<file path="config.mk">
export PLATFORM = sky130hd
export DESIGN_NAME = bit_reducer_accumulator_flat
export DESIGN_NICKNAME = d
export VERILOG_FILES = /design/src/rtl/bit_reducer_accumulator_if.sv /design/src/rtl/bit_reducer_accumulator.sv /design/src/flat_wrapper.sv
export SDC_FILE = /design/constraint.sdc
export NUM_CORES = 1
export LEC_CHECK = 0
export CAP_MARGIN = 20
export CORE_MARGIN = 5
export CORE_UTILIZATION = 60
export CTS_CLUSTER_SIZE = 28
export DETAILED_ROUTE_END_ITERATION = 12
export PLACE_DENSITY_LB_ADDON = 0.25
export SLEW_MARGIN = 40
export SYNTH_ARGS = -nofsm -noshare
export SYNTH_HDL_FRONTEND = slang
export SYNTH_SLANG_ARGS = --single-unit
</file>
<file path="constraint.sdc">
create_clock -name clock -period 21.5 [get_ports clock]
set_input_delay 3.225 -clock clock [delete_from_list [all_inputs] [get_ports clock]]
set_output_delay 3.225 -clock clock [all_outputs]
set_load 0.02 [all_outputs]
</file>
<file path="src/rtl/bit_reducer_accumulator_if.sv">
// Word-stream and result handshake bundle for bit_reducer_accumulator.
// Optional frame-end marker present when BIT_REDUCER_ACCUMULATOR_LAST_EN is defined.
interface bit_reducer_accumulator_if #(
   parameter int unsigned WORD_WIDTH = 8
);
   logic [2:0]            operation;
   logic                  in_valid;
   logic                  in_ready;
   logic [WORD_WIDTH-1:0] in_data;
   logic                  out_valid;
   logic                  out_ready;
   logic                  out_bit;
   logic                  out_error;
`ifdef BIT_REDUCER_ACCUMULATOR_LAST_EN
   logic                  in_last;

   // Producer/consumer side driving words and accepting results
   modport master (
      output operation, in_valid, in_data, in_last, out_ready,
      input  in_ready, out_valid, out_bit, out_error
   );

   // Reducer side
   modport slave (
      input  operation, in_valid, in_data, in_last, out_ready,
      output in_ready, out_valid, out_bit, out_error
   );
`else
   // Producer/consumer side driving words and accepting results
   modport master (
      output operation, in_valid, in_data, out_ready,
      input  in_ready, out_valid, out_bit, out_error
   );

   // Reducer side
   modport slave (
      input  operation, in_valid, in_data, out_ready,
      output in_ready, out_valid, out_bit, out_error
   );
`endif
endinterface

</file>
<file path="src/rtl/bit_reducer_accumulator.sv">
// Streaming Boolean bit reducer: folds a frame of WORDS_PER_FRAME words into
// one result bit using a run-time selected chained operation.
// Optional feature macro: BIT_REDUCER_ACCUMULATOR_LAST_EN (adds in_last early
// frame termination).
module bit_reducer_accumulator #(
   parameter int unsigned WORD_WIDTH      = 8,
   parameter int unsigned WORDS_PER_FRAME = 4
) (
   input  logic                    clock,
   input  logic                    clear,
   bit_reducer_accumulator_if.slave bus
);

   localparam int unsigned CNT_W    = (WORDS_PER_FRAME > 1) ? $clog2(WORDS_PER_FRAME) : 1;
   localparam int unsigned LAST_IDX = WORDS_PER_FRAME - 1;

   localparam logic [2:0] OP_AND  = 3'd0;
   localparam logic [2:0] OP_NAND = 3'd1;
   localparam logic [2:0] OP_OR   = 3'd2;
   localparam logic [2:0] OP_NOR  = 3'd3;
   localparam logic [2:0] OP_XOR  = 3'd4;
   localparam logic [2:0] OP_XNOR = 3'd5;

   typedef enum logic {
      ST_ACCUMULATE = 1'b0,
      ST_OUTPUT     = 1'b1
   } state_t;

   state_t               state_q, state_d;
   logic [CNT_W-1:0]     count_q, count_d;
   logic                 acc_q, acc_d;
   logic [2:0]           op_q, op_d;
   logic                 err_q, err_d;
   logic                 out_bit_q, out_bit_d;
   logic                 out_error_q, out_error_d;
   logic                 in_ready_q, in_ready_d;
   logic                 out_valid_q, out_valid_d;

   logic                 first_word;
   logic [2:0]           fold_op;
   logic                 fold_res;
   logic                 frame_err;
   logic                 last_word;

   // One chained step; illegal codes behave as AND
   function automatic logic fold_step(input logic a, input logic b, input logic [2:0] op);
      logic r;
      case (op)
         OP_AND:  r = a & b;
         OP_NAND: r = ~(a & b);
         OP_OR:   r = a | b;
         OP_NOR:  r = ~(a | b);
         OP_XOR:  r = a ^ b;
         OP_XNOR: r = ~(a ^ b);
         default: r = a & b;
      endcase
      return r;
   endfunction

   // Fold a whole word; the first word of a frame seeds from its own bit 0
   function automatic logic fold_word(input logic acc_in, input logic [WORD_WIDTH-1:0] word,
                                      input logic seed, input logic [2:0] op);
      logic a;
      a = seed ? word[0] : fold_step(acc_in, word[0], op);
      for (int unsigned i = 1; i < WORD_WIDTH; i++) begin
         a = fold_step(a, word[i], op);
      end
      return a;
   endfunction

   // Operation is captured on the first word and held for the rest of the frame
   always_comb begin
      first_word = (count_q == CNT_W'(0));
      fold_op    = first_word ? bus.operation : op_q;
      frame_err  = first_word ? (bus.operation > OP_XNOR) : err_q;
      fold_res   = fold_word(acc_q, bus.in_data, first_word, fold_op);
`ifdef BIT_REDUCER_ACCUMULATOR_LAST_EN
      last_word  = (count_q == CNT_W'(LAST_IDX)) || bus.in_last;
`else
      last_word  = (count_q == CNT_W'(LAST_IDX));
`endif
   end

   // Next-state and next-output logic
   always_comb begin
      state_d     = state_q;
      count_d     = count_q;
      acc_d       = acc_q;
      op_d        = op_q;
      err_d       = err_q;
      out_bit_d   = out_bit_q;
      out_error_d = out_error_q;
      in_ready_d  = in_ready_q;
      out_valid_d = out_valid_q;

      case (state_q)
         ST_ACCUMULATE: begin
            if (bus.in_valid && in_ready_q) begin
               acc_d   = fold_res;
               op_d    = fold_op;
               err_d   = frame_err;
               count_d = count_q + CNT_W'(1);
               if (last_word) begin
                  out_bit_d   = fold_res;
                  out_error_d = frame_err;
                  count_d     = CNT_W'(0);
                  state_d     = ST_OUTPUT;
                  in_ready_d  = 1'b0;
                  out_valid_d = 1'b1;
               end
            end
         end
         ST_OUTPUT: begin
            if (bus.out_ready) begin
               state_d     = ST_ACCUMULATE;
               in_ready_d  = 1'b1;
               out_valid_d = 1'b0;
            end
         end
         default: begin
            state_d     = ST_ACCUMULATE;
            count_d     = CNT_W'(0);
            in_ready_d  = 1'b1;
            out_valid_d = 1'b0;
         end
      endcase
   end

   // FSM state and handshake flags
   always_ff @(posedge clock or posedge clear) begin
      if (clear) begin
         state_q     <= ST_ACCUMULATE;
         in_ready_q  <= 1'b1;
         out_valid_q <= 1'b0;
      end else begin
         state_q     <= state_d;
         in_ready_q  <= in_ready_d;
         out_valid_q <= out_valid_d;
      end
   end

   // Frame datapath and result registers
   always_ff @(posedge clock or posedge clear) begin
      if (clear) begin
         count_q     <= CNT_W'(0);
         acc_q       <= 1'b0;
         op_q        <= OP_AND;
         err_q       <= 1'b0;
         out_bit_q   <= 1'b0;
         out_error_q <= 1'b0;
      end else begin
         count_q     <= count_d;
         acc_q       <= acc_d;
         op_q        <= op_d;
         err_q       <= err_d;
         out_bit_q   <= out_bit_d;
         out_error_q <= out_error_d;
      end
   end

   assign bus.in_ready  = in_ready_q;
   assign bus.out_valid = out_valid_q;
   assign bus.out_bit   = out_bit_q;
   assign bus.out_error = out_error_q;

endmodule

</file>
<file path="src/flat_wrapper.sv">
// flat-port wrapper written by rule: the top's interface ports become plain ports
module bit_reducer_accumulator_flat 
#(
   parameter int unsigned WORD_WIDTH      = 8,
   parameter int unsigned WORDS_PER_FRAME = 4
)
  (clock, clear, bus_operation, bus_in_valid, bus_in_data, bus_out_ready, bus_in_ready, bus_out_valid, bus_out_bit, bus_out_error);
  bit_reducer_accumulator_if #(.WORD_WIDTH(WORD_WIDTH)) bus_i ();
  input  logic clock;
  input  logic clear;
  input wire logic [$bits(bus_i.operation)-1:0] bus_operation;
  input wire logic [$bits(bus_i.in_valid)-1:0] bus_in_valid;
  input wire logic [$bits(bus_i.in_data)-1:0] bus_in_data;
  input wire logic [$bits(bus_i.out_ready)-1:0] bus_out_ready;
  output wire logic [$bits(bus_i.in_ready)-1:0] bus_in_ready;
  output wire logic [$bits(bus_i.out_valid)-1:0] bus_out_valid;
  output wire logic [$bits(bus_i.out_bit)-1:0] bus_out_bit;
  output wire logic [$bits(bus_i.out_error)-1:0] bus_out_error;
  assign bus_i.operation = bus_operation;
  assign bus_i.in_valid = bus_in_valid;
  assign bus_i.in_data = bus_in_data;
  assign bus_i.out_ready = bus_out_ready;
  assign bus_in_ready = bus_i.in_ready;
  assign bus_out_valid = bus_i.out_valid;
  assign bus_out_bit = bus_i.out_bit;
  assign bus_out_error = bus_i.out_error;
  bit_reducer_accumulator #(.WORD_WIDTH(WORD_WIDTH), .WORDS_PER_FRAME(WORDS_PER_FRAME)) u_core (.clock(clock), .clear(clear), .bus(bus_i));
endmodule
</file>
Yosys cells after proc, flatten, opt, wreduce, memory -nomap -nowiden
Index checks and enable logic that the tools add are counted.
{"block": "word_totals", "input_bits": 15, "out_inout_bits": 4, "ff_bits": 12}
{"block": "classes", "n_addsub": 1, "mux": 24, "n_bitwise": 49, "reduce_logical": 5, "n_eq_ne": 9, "magnitude_cmp": 1}
{"cell": "1-bit one-hot mux with 5 select lines", "count": 8}
{"cell": "1-bit inverter", "count": 25}
{"cell": "1-bit 2-to-1 mux", "count": 11}
{"cell": "1-bit AND", "count": 8}
{"cell": "1-bit bitwise OR", "count": 8}
{"cell": "1-bit bitwise XOR", "count": 8}
{"cell": "3-bit by 2-bit == test with 1-bit output (second input constant)", "count": 2}
{"cell": "3-bit == test (second input constant)", "count": 2}
{"cell": "1-bit one-hot mux with 2 select lines", "count": 3}
{"cell": "3-bit AND reduction", "count": 2}
{"cell": "2-bit by 1-bit != test with 1-bit output (second input constant)", "count": 2}
{"cell": "3-bit by 1-bit == test with 1-bit output (second input constant)", "count": 1}
{"cell": "3-bit > comparator (second input constant)", "count": 1}
{"cell": "3-bit 2-to-1 mux", "count": 1}
{"cell": "2-bit by 1-bit adder with 2-bit output (second input constant)", "count": 1}
{"cell": "2-bit == test (second input constant)", "count": 1}
{"cell": "2-bit zero test", "count": 1}
{"cell": "2-bit 2-to-1 mux", "count": 1}
{"cell": "2-bit != test (second input constant)", "count": 1}
{"cell": "2-bit AND reduction", "count": 1}
{"cell": "1-bit logical AND", "count": 1}

Logic depth before layout (Yosys ltp)
{"block": "depth", "word_depth": 26, "mapped_depth": 45, "ltp_nobuf": 44}

Worst setup path before layout
Ideal clock, no wire load.
{"block": "synth_timing", "path_type": "input to register", "from": "input bus_operation[2]", "to": "register u_core.acc_q", "path_stages": 42, "setup_slack_ps": 11666, "t_required_ps": 21366, "arrival_ps": 9700, "path_cell_list": "mux2_4 > nand2_1 > a21oi_1 > a211o_1 > a22o_1 > inv_2 > ha_1 > o21ai_0 > o211ai_1 > o221ai_1 > o221ai_1 > ha_1 > a22oi_1 > o21a_1 > a21oi_1 > o221a_1 > ha_1 > nand2_1 > [6 not listed] > o221ai_1 > o221ai_1 > ha_1 > o21ai_0 > o211ai_1 > o221ai_2 > o221ai_1 > ha_1 > o21ai_0 > o211ai_1 > o221ai_2 > o221ai_1 > ha_1 > and3b_1 > o21ai_0 > o211ai_1 > nor3_1 > o31ai_1"}
{"block": "synth_via", "elab_chain_len": 25, "elab_cells_between_ends": 57, "classes_between": "eq/ne: 5; mux: 10; bitwise: 42"}
{"element": "start, declared", "line": "flat_wrapper.sv:11", "rtl": "input wire logic [$bits(bus_i.operation)-1:0] bus_operation;"}
{"element": "3-bit 2-to-1 mux (*)", "line": "bit_reducer_accumulator.sv:74", "rtl": "fold_op = first_word ? bus.operation : op_q;"}
{"element": "3-bit == test (tied with other cells)", "line": "bit_reducer_accumulator.sv:48", "rtl": "case (op)"}
{"element": "1-bit one-hot mux with 5 select lines", "line": "bit_reducer_accumulator.sv:48"}
{"element": "1-bit 2-to-1 mux", "line": "bit_reducer_accumulator.sv:64", "rtl": "a = seed ? word[0] : fold_step(acc_in, word[0], op);"}
{"element": "1-bit bitwise XOR (tied with other cells)", "line": "bit_reducer_accumulator.sv:53, bit_reducer_accumulator.sv:54"}
{"element": "1-bit inverter, on equally long branches", "line": "bit_reducer_accumulator.sv:54, bit_reducer_accumulator.sv:50, bit_reducer_accumulator.sv:52"}
{"element": "1-bit one-hot mux with 5 select lines", "line": "bit_reducer_accumulator.sv:48"}
{"element": "1-bit bitwise XOR (tied with other cells)", "line": "bit_reducer_accumulator.sv:53, bit_reducer_accumulator.sv:54"}
{"element": "[9 not listed]"}
{"element": "1-bit inverter, on equally long branches", "line": "bit_reducer_accumulator.sv:54, bit_reducer_accumulator.sv:50, bit_reducer_accumulator.sv:52"}
{"element": "1-bit one-hot mux with 5 select lines", "line": "bit_reducer_accumulator.sv:48"}
{"element": "1-bit bitwise XOR (tied with other cells)", "line": "bit_reducer_accumulator.sv:53, bit_reducer_accumulator.sv:54"}
{"element": "1-bit inverter, on equally long branches", "line": "bit_reducer_accumulator.sv:54, bit_reducer_accumulator.sv:50, bit_reducer_accumulator.sv:52"}
{"element": "1-bit one-hot mux with 5 select lines", "line": "bit_reducer_accumulator.sv:48"}
{"element": "1-bit bitwise XOR (tied with other cells)", "line": "bit_reducer_accumulator.sv:53, bit_reducer_accumulator.sv:54"}
{"element": "1-bit inverter, on equally long branches", "line": "bit_reducer_accumulator.sv:54, bit_reducer_accumulator.sv:50, bit_reducer_accumulator.sv:52"}
{"element": "1-bit one-hot mux with 5 select lines (*)", "line": "bit_reducer_accumulator.sv:48"}
{"element": "end signal, assigned", "line": "bit_reducer_accumulator.sv:146", "rtl": "acc_q <= 1'b0;"}
{"element": "end signal, assigned", "line": "bit_reducer_accumulator.sv:153", "rtl": "acc_q <= acc_d;"}
{"element": "end, declared", "line": "bit_reducer_accumulator.sv:31", "rtl": "logic acc_q, acc_d;"}
Every way passes the cells marked *; elsewhere a longest branch is shown, timed or not.
A chain may end at the register's enable or synchronous reset.

Worst setup path after layout
Same ends and word-level chain as after synthesis.

==> results.md <==
* Post-synth EDFFs at 0
* Area delta synth->final at 13.9%
* Drt wl/cell at ~16 µm
* Die W at approximately 60 µm
* Status: completed
* Synth top area share at about 18%
* Post-cts resize count at 0
* Most common cell in the netlist: nand2_1
* Clk slew on worst S/H paths at roughly 0.07 ns
* First-pass iteration count of the detailed router at 6
* Post-route ant nets at 0
* CTS Root Cell: clkbuf_4
* Largest net degree at the start of global routing at 19
* Die Footprint at around 3600 µm²
* Slowest cell delay on critical path at 0.51 ns
* Yosys warns at 0
* Yosys reg bits at 12
* Number of diodes at 0
* Grt total ovfl at 0
* Max-slew headroom at 49.1%
* GPL Wtd Cong at 0.873
* Worst path most repeated cell: ha_1
* DR WL met2 at roughly 1700 µm
* Synth Flop Type: dfrtp_1
* Final WL at 3490 µm
* Setup violators final at 0
* FP Rows at 18
* Slew Viols, Final at 0
* Met3 Routed Length at a little over 200 µm
* Met1 wire length at between 1500 and 2000 µm
* CP Max Fanout at 9
* First-pass GRT wire length at 5870 µm
* Vias per inst at 6.53
* Slowest cell on the critical path: clkdlybuf4s50_1
* DPL Wire Length at 2630 µm
* Clock Skew at 0.00742 ns
* Initial antenna violation count at 0
* Top Ports at 19
* Layout net count at 227
* Synth unique cells at between 40 and 50
* TritonCTS clock tree: built
* Cells after Synth at 178
* Hold Path Class: reg -> reg
* Final Hold Vio Count at 0
* Maximum clock rate at between 80 and 90 MHz
* Top Layer Used: met4
* Synthesized area per cell at about 8.4 µm²
* Crit path time final at 11.14 ns
* DRC at 0
* Crit path capture type: register
* Clk_lat worst skew at between 0.2 and 0.3 ns
* Die height at 60.0 µm
* DRT iter0 DRCs at 77
* Synthesized cell area at 1500 µm²
* Core area at 2430 µm²
* Vias in the first global route at about 1400
* Critical path class: in -> reg
* TritonCTS Sinks at 12
* Hold_buf cts at 0
* # port buffers at 18
* Synth top area cells: dfrtp_1, ha_1, nand2_1, o21ai_0, o221ai_1
* Initial Util at 61.6%
* Register area share after synthesis at 20.1%
* Critical path startpoint category: input pin
* Crit path DAT at 11.28 ns
* Total CTS buffers at 3
* Synth Net Count at 211
* Synth top cells by count: nand2_1, ha_1, o21ai_0
* CTS Buffer Depth at 2
* H-tree Lvls at 1
* Worst Max-Slew Pin Slew at 0.749 ns
* Post-CTS setup buffer count at 0
* Vias at ~1500
* Setup_tns at 0 ns
* Asr flop ratio synth at 100%
* Layout cells sized above 1 at 11.4%
* Unrepaired setup endpoints after global routing: no
* CP required at roughly 22 ns
* GRT Overall Usage at 20.9%
* Max-cap violations at 0
* Area leader, netlist: dfrtp_1
* Period utilization at 51.8%
## metrics by stage
| step | std cells | util [%] | hold WS, ns | setup slack, ns | instance area (µm²) |
|---|---|---|---|---|---|
| after floorplan | 178 | - | 0.475 | 11.67 | 1500 |
| after global placement | 219 | 68.5 | 0.465 | 10.49 | 1670 |
| after detailed placement | 219 | 68.5 | 0.470 | 10.10 | 1670 |
| after CTS | 223 | 70.0 | 0.492 | 10.37 | 1700 |
| after global routing | 223 | 70.2 | 0.542 | 9.74 | 1710 |
| final | 223 | 70.2 | 0.485 | 10.36 | 1710 |
## critical path: cells and delay by family
kind                       cells  cell delay, ns
AOI/OAI and AO/OA             27            4.58
adders and majority gates      7            2.10
buffers and inverters          2            0.55
muxes                          1            0.49
and+or+nand+nor                3            0.33
## layout make-up
cell class	instances	area, µm²
multi-input cells	144	1100
fillers	207	724
flip-flops and latches	12	302
repair buffers	18	180
inverters	15	56.3
well taps	30	37.5
clock buffers	4	36.3
## metal layers
metal  vias up  GRT usage, %
li1        699             -
met1       696          27.0
met2        56          35.5
met3         6          1.94
met4         0          8.54
met5         -             0
## path summary, 6_finish.rpt
check	start	end	slack [ns]	cells after the start
max	bus_operation[2]	u_core.acc_q	10.36	40
min	u_core.bus.out_bit	u_core.bus.out_bit	0.48	2
max reg2reg	u_core.count_q[0]	u_core.acc_q	12.77	41
min reg2reg	u_core.bus.out_bit	u_core.bus.out_bit	0.48	2
max in group asynchronous	clear	u_core.bus.in_ready	17.91	2
min in group asynchronous	clear	u_core.count_q[1]	3.25	2
## registers in the layout (all words and copies together), names as in the netlist
signal	count
u_core.err_q	1
u_core.bus.out_error	1
u_core.op_q	3
u_core.bus.out_bit	1
u_core.state_q	1
u_core.count_q	2
u_core.bus.out_valid	1
u_core.bus.in_ready	1
u_core.acc_q	1
## placed cells by master, fill, tap and decap left out, types with 2 or more instances in the layout
master and instances:
o2bb2ai_1 6, o221ai_1 8, a21oi_1 9, nor2_1 7, o221ai_2 2, nor3_1 4
nand2_1 26, mux2_2 2, o221a_1 4, o31ai_1 2, o221a_2 2, o21ai_1 5
dfrtp_1 11, clkbuf_4 3, mux2i_2 2, mux2_4 3, o211ai_1 5, mux2i_1 2
ha_1 17, o21ai_0 15, nor2b_1 4, inv_1 14, a22oi_1 2, clkdlybuf4s50_1 18
## kinds of logic after synthesis
logic type,after synthesis,share of synthesized area (%)
AOI/OAI and AO/OA,67,33.4
buffers and inverters,22,7.18
adders and majority gates,18,15.0
xor gates and xnor gates,1,0.584
muxes,10,9.18
DFF,12,20.1
and+or+nand+nor,48,14.5
Power is not shown: default switching activity piles up to over one toggle a cycle in this logic, so the estimate is an artifact.
==> edit 1 (config.mk and constraints unchanged) <==
`WORD_WIDTH` is set to 8 in 3 places; all go to 9.
--- a/src/rtl/bit_reducer_accumulator_if.sv
+++ b/src/rtl/bit_reducer_accumulator_if.sv
@@ -1,7 +1,7 @@
 // Word-stream and result handshake bundle for bit_reducer_accumulator.
 // Optional frame-end marker present when BIT_REDUCER_ACCUMULATOR_LAST_EN is defined.
 interface bit_reducer_accumulator_if #(
-   parameter int unsigned WORD_WIDTH = 8
+   parameter int unsigned WORD_WIDTH = 9
 );
    logic [2:0]            operation;
    logic                  in_valid;
--- a/src/rtl/bit_reducer_accumulator.sv
+++ b/src/rtl/bit_reducer_accumulator.sv
@@ -3,7 +3,7 @@
 // Optional feature macro: BIT_REDUCER_ACCUMULATOR_LAST_EN (adds in_last early
 // frame termination).
 module bit_reducer_accumulator #(
-   parameter int unsigned WORD_WIDTH      = 8,
+   parameter int unsigned WORD_WIDTH      = 9,
    parameter int unsigned WORDS_PER_FRAME = 4
 ) (
    input  logic                    clock,
--- a/src/flat_wrapper.sv
+++ b/src/flat_wrapper.sv
@@ -1,7 +1,7 @@
 // flat-port wrapper written by rule: the top's interface ports become plain ports
 module bit_reducer_accumulator_flat 
 #(
-   parameter int unsigned WORD_WIDTH      = 8,
+   parameter int unsigned WORD_WIDTH      = 9,
    parameter int unsigned WORDS_PER_FRAME = 4
 )
   (clock, clear, bus_operation, bus_in_valid, bus_in_data, bus_out_ready, bus_in_ready, bus_out_valid, bus_out_bit, bus_out_error);
Ports: changed (resized bus_in_data); port bits go from 19 to 20. No check against the original RTL was run, so the function may have changed too.
==> edit 1 against the original RTL <==
  * Sequential share of layout area down 0.24 points
  * Sequential cell count unchanged
  * Synthesized cell count up 7.3%
  * Worst setup slack worse by 1.2 ns
  * Largest cell class unchanged
  * Utilization up 0.32 points
  * Final area up 1.4%
  * Die area up 1.7%
  * Highest routed layer unchanged
  * Routed wire length about the same
  * Synthesized area up 2.1%
Power is left out: the tool's default activity adds up to more than one toggle a clock period on the data nets, which glitch-free logic cannot reach.
==> edit 1: results <==
export IMPL_layout_drive_gt1_share=0.05882
export IMPL_grt_first_pass_wirelength_um=5830
export IMPL_via_per_inst=6.274
export IMPL_critical_path_max_stage_delay_ns=0.57
export IMPL_gp_congestion=0.8317
export IMPL_grtUsageTotal=0.2057
export IMPL_grt_antenna_before_repair=0
export IMPL_drt_pass1_iterations=4
export IMPL_worst_ep_arrival_ns=12.52
export IMPL_groute_layer_met1_usage=0.2317
export IMPL_port_buffer_count=19
export IMPL_htreeDepth=1
export IMPL_finalNetCount=241
export IMPL_reg_largest_list="u_core.op_q (3), u_core.count_q (2)"
export IMPL_synth_sequential_area_ratio=0.1971
export IMPL_reg2reg_depth=46
export IMPL_path_max_fanout=15
export IMPL_r2r_start="u_core.count_q[0]"
export IMPL_grt_max_degree=21
export IMPL_synth_cell_types=44
export IMPL_cts_repair_resize_count=0
export IMPL_vias=1468
export IMPL_synth_commonest_cells="24 x inv_1, 20 x ha_1, 20 x nand2_1, 11 x a21oi_1, 11 x dfrtp_1"
export IMPL_num_fill_cells=202
export IMPL_synth_cells=191
export IMPL_status="complete, no violations"
export IMPL_cts_post_setup_buffers_inserted=0
export IMPL_worst_pin_slew_ns=0.7639
export IMPL_initialDrtViolationCount=55
export IMPL_antenna_cells=0
export IMPL_via_count_of_the_first_global_routing_pass=1396
export IMPL_timing_critical_path_slowest_stage_cell="clkdlybuf4s50_1"
export IMPL_ys_top_cells_by_area="dfrtp_1 18%, ha_1 16%, inv_1 5.9%"
export IMPL_hold_end="u_core.bus.out_bit"
export IMPL_met2_usage=0.3781
export IMPL_reg2reg_slack_ns=11.43
export IMPL_hpwlAfterDp_um=2569
export IMPL_drt_total_wl_um=3484
export IMPL_globalRouteMet3Util=0.02979
export IMPL_finalClockSkew_ns=0.001997
export IMPL_r2r_end="u_core.acc_q"
==> edit 1: cell families after synthesis <==
kind of cell | share of synthesized area
muxes | 0.06459
buffers and inverters | 0.1071
AOI/OAI and AO/OA | 0.3549
DFF | 0.1971
and+or+nand+nor | 0.1128
adders and majority gates | 0.1635
==> edit 1: how the worst max path moves through the flow <==
stage / from / slack, ns / end / cells after the start
2_1_floorplan: bus_operation[2] / 10.89 / u_core.acc_q / 45
3_3_place_gp: bus_operation[1] / 9.44 / u_core.bus.out_bit / 44
3_5_place_dp: bus_operation[1] / 9.08 / u_core.acc_q / 44
4_1_cts: bus_operation[1] / 9.34 / u_core.acc_q / 44
5_1_grt: bus_operation[1] / 8.50 / u_core.bus.out_bit / 46
6_report: bus_operation[1] / 9.18 / u_core.acc_q / 45
==> edit 1: stage by stage <==
stage                     hold WS (ns)  setup WS (ns)  area [um2]
final                           0.5035          9.181        1732
after floorplan                 0.4753          10.89        1530
after detailed placement        0.4840          9.079        1695
after global routing            0.5701          8.498        1732
after CTS                       0.5050          9.344        1732
after global placement          0.4694          9.443        1695
==> edit 1: final cells by class <==
cell class / count / area (um2) / area share
clock buffers: 4 / 36.28 / 0.02095
inverters: 25 / 93.84 / 0.05419
multi-input cells: 143 / 1065 / 0.6149
flip-flops and latches: 12 / 301.5 / 0.1741
well taps: 30 / 37.54 / 0.02168
repair buffers: 20 / 197.7 / 0.1142
==> edit 1: metal layers <==
metal  wire (um)  vias up
met5           0        -
met4          60        0
met3         160        7
met2        1751       41
met1        1511      695
li1            -      725
==> edit 1: worst max-delay path, delay by kind of cell <==
family | cells | cell delay (ns)
AOI/OAI and AO/OA | 31 | 5.42
adders and majority gates | 8 | 2.14
muxes | 2 | 0.77
buffers and inverters | 2 | 0.64
and+or+nand+nor | 2 | 0.30
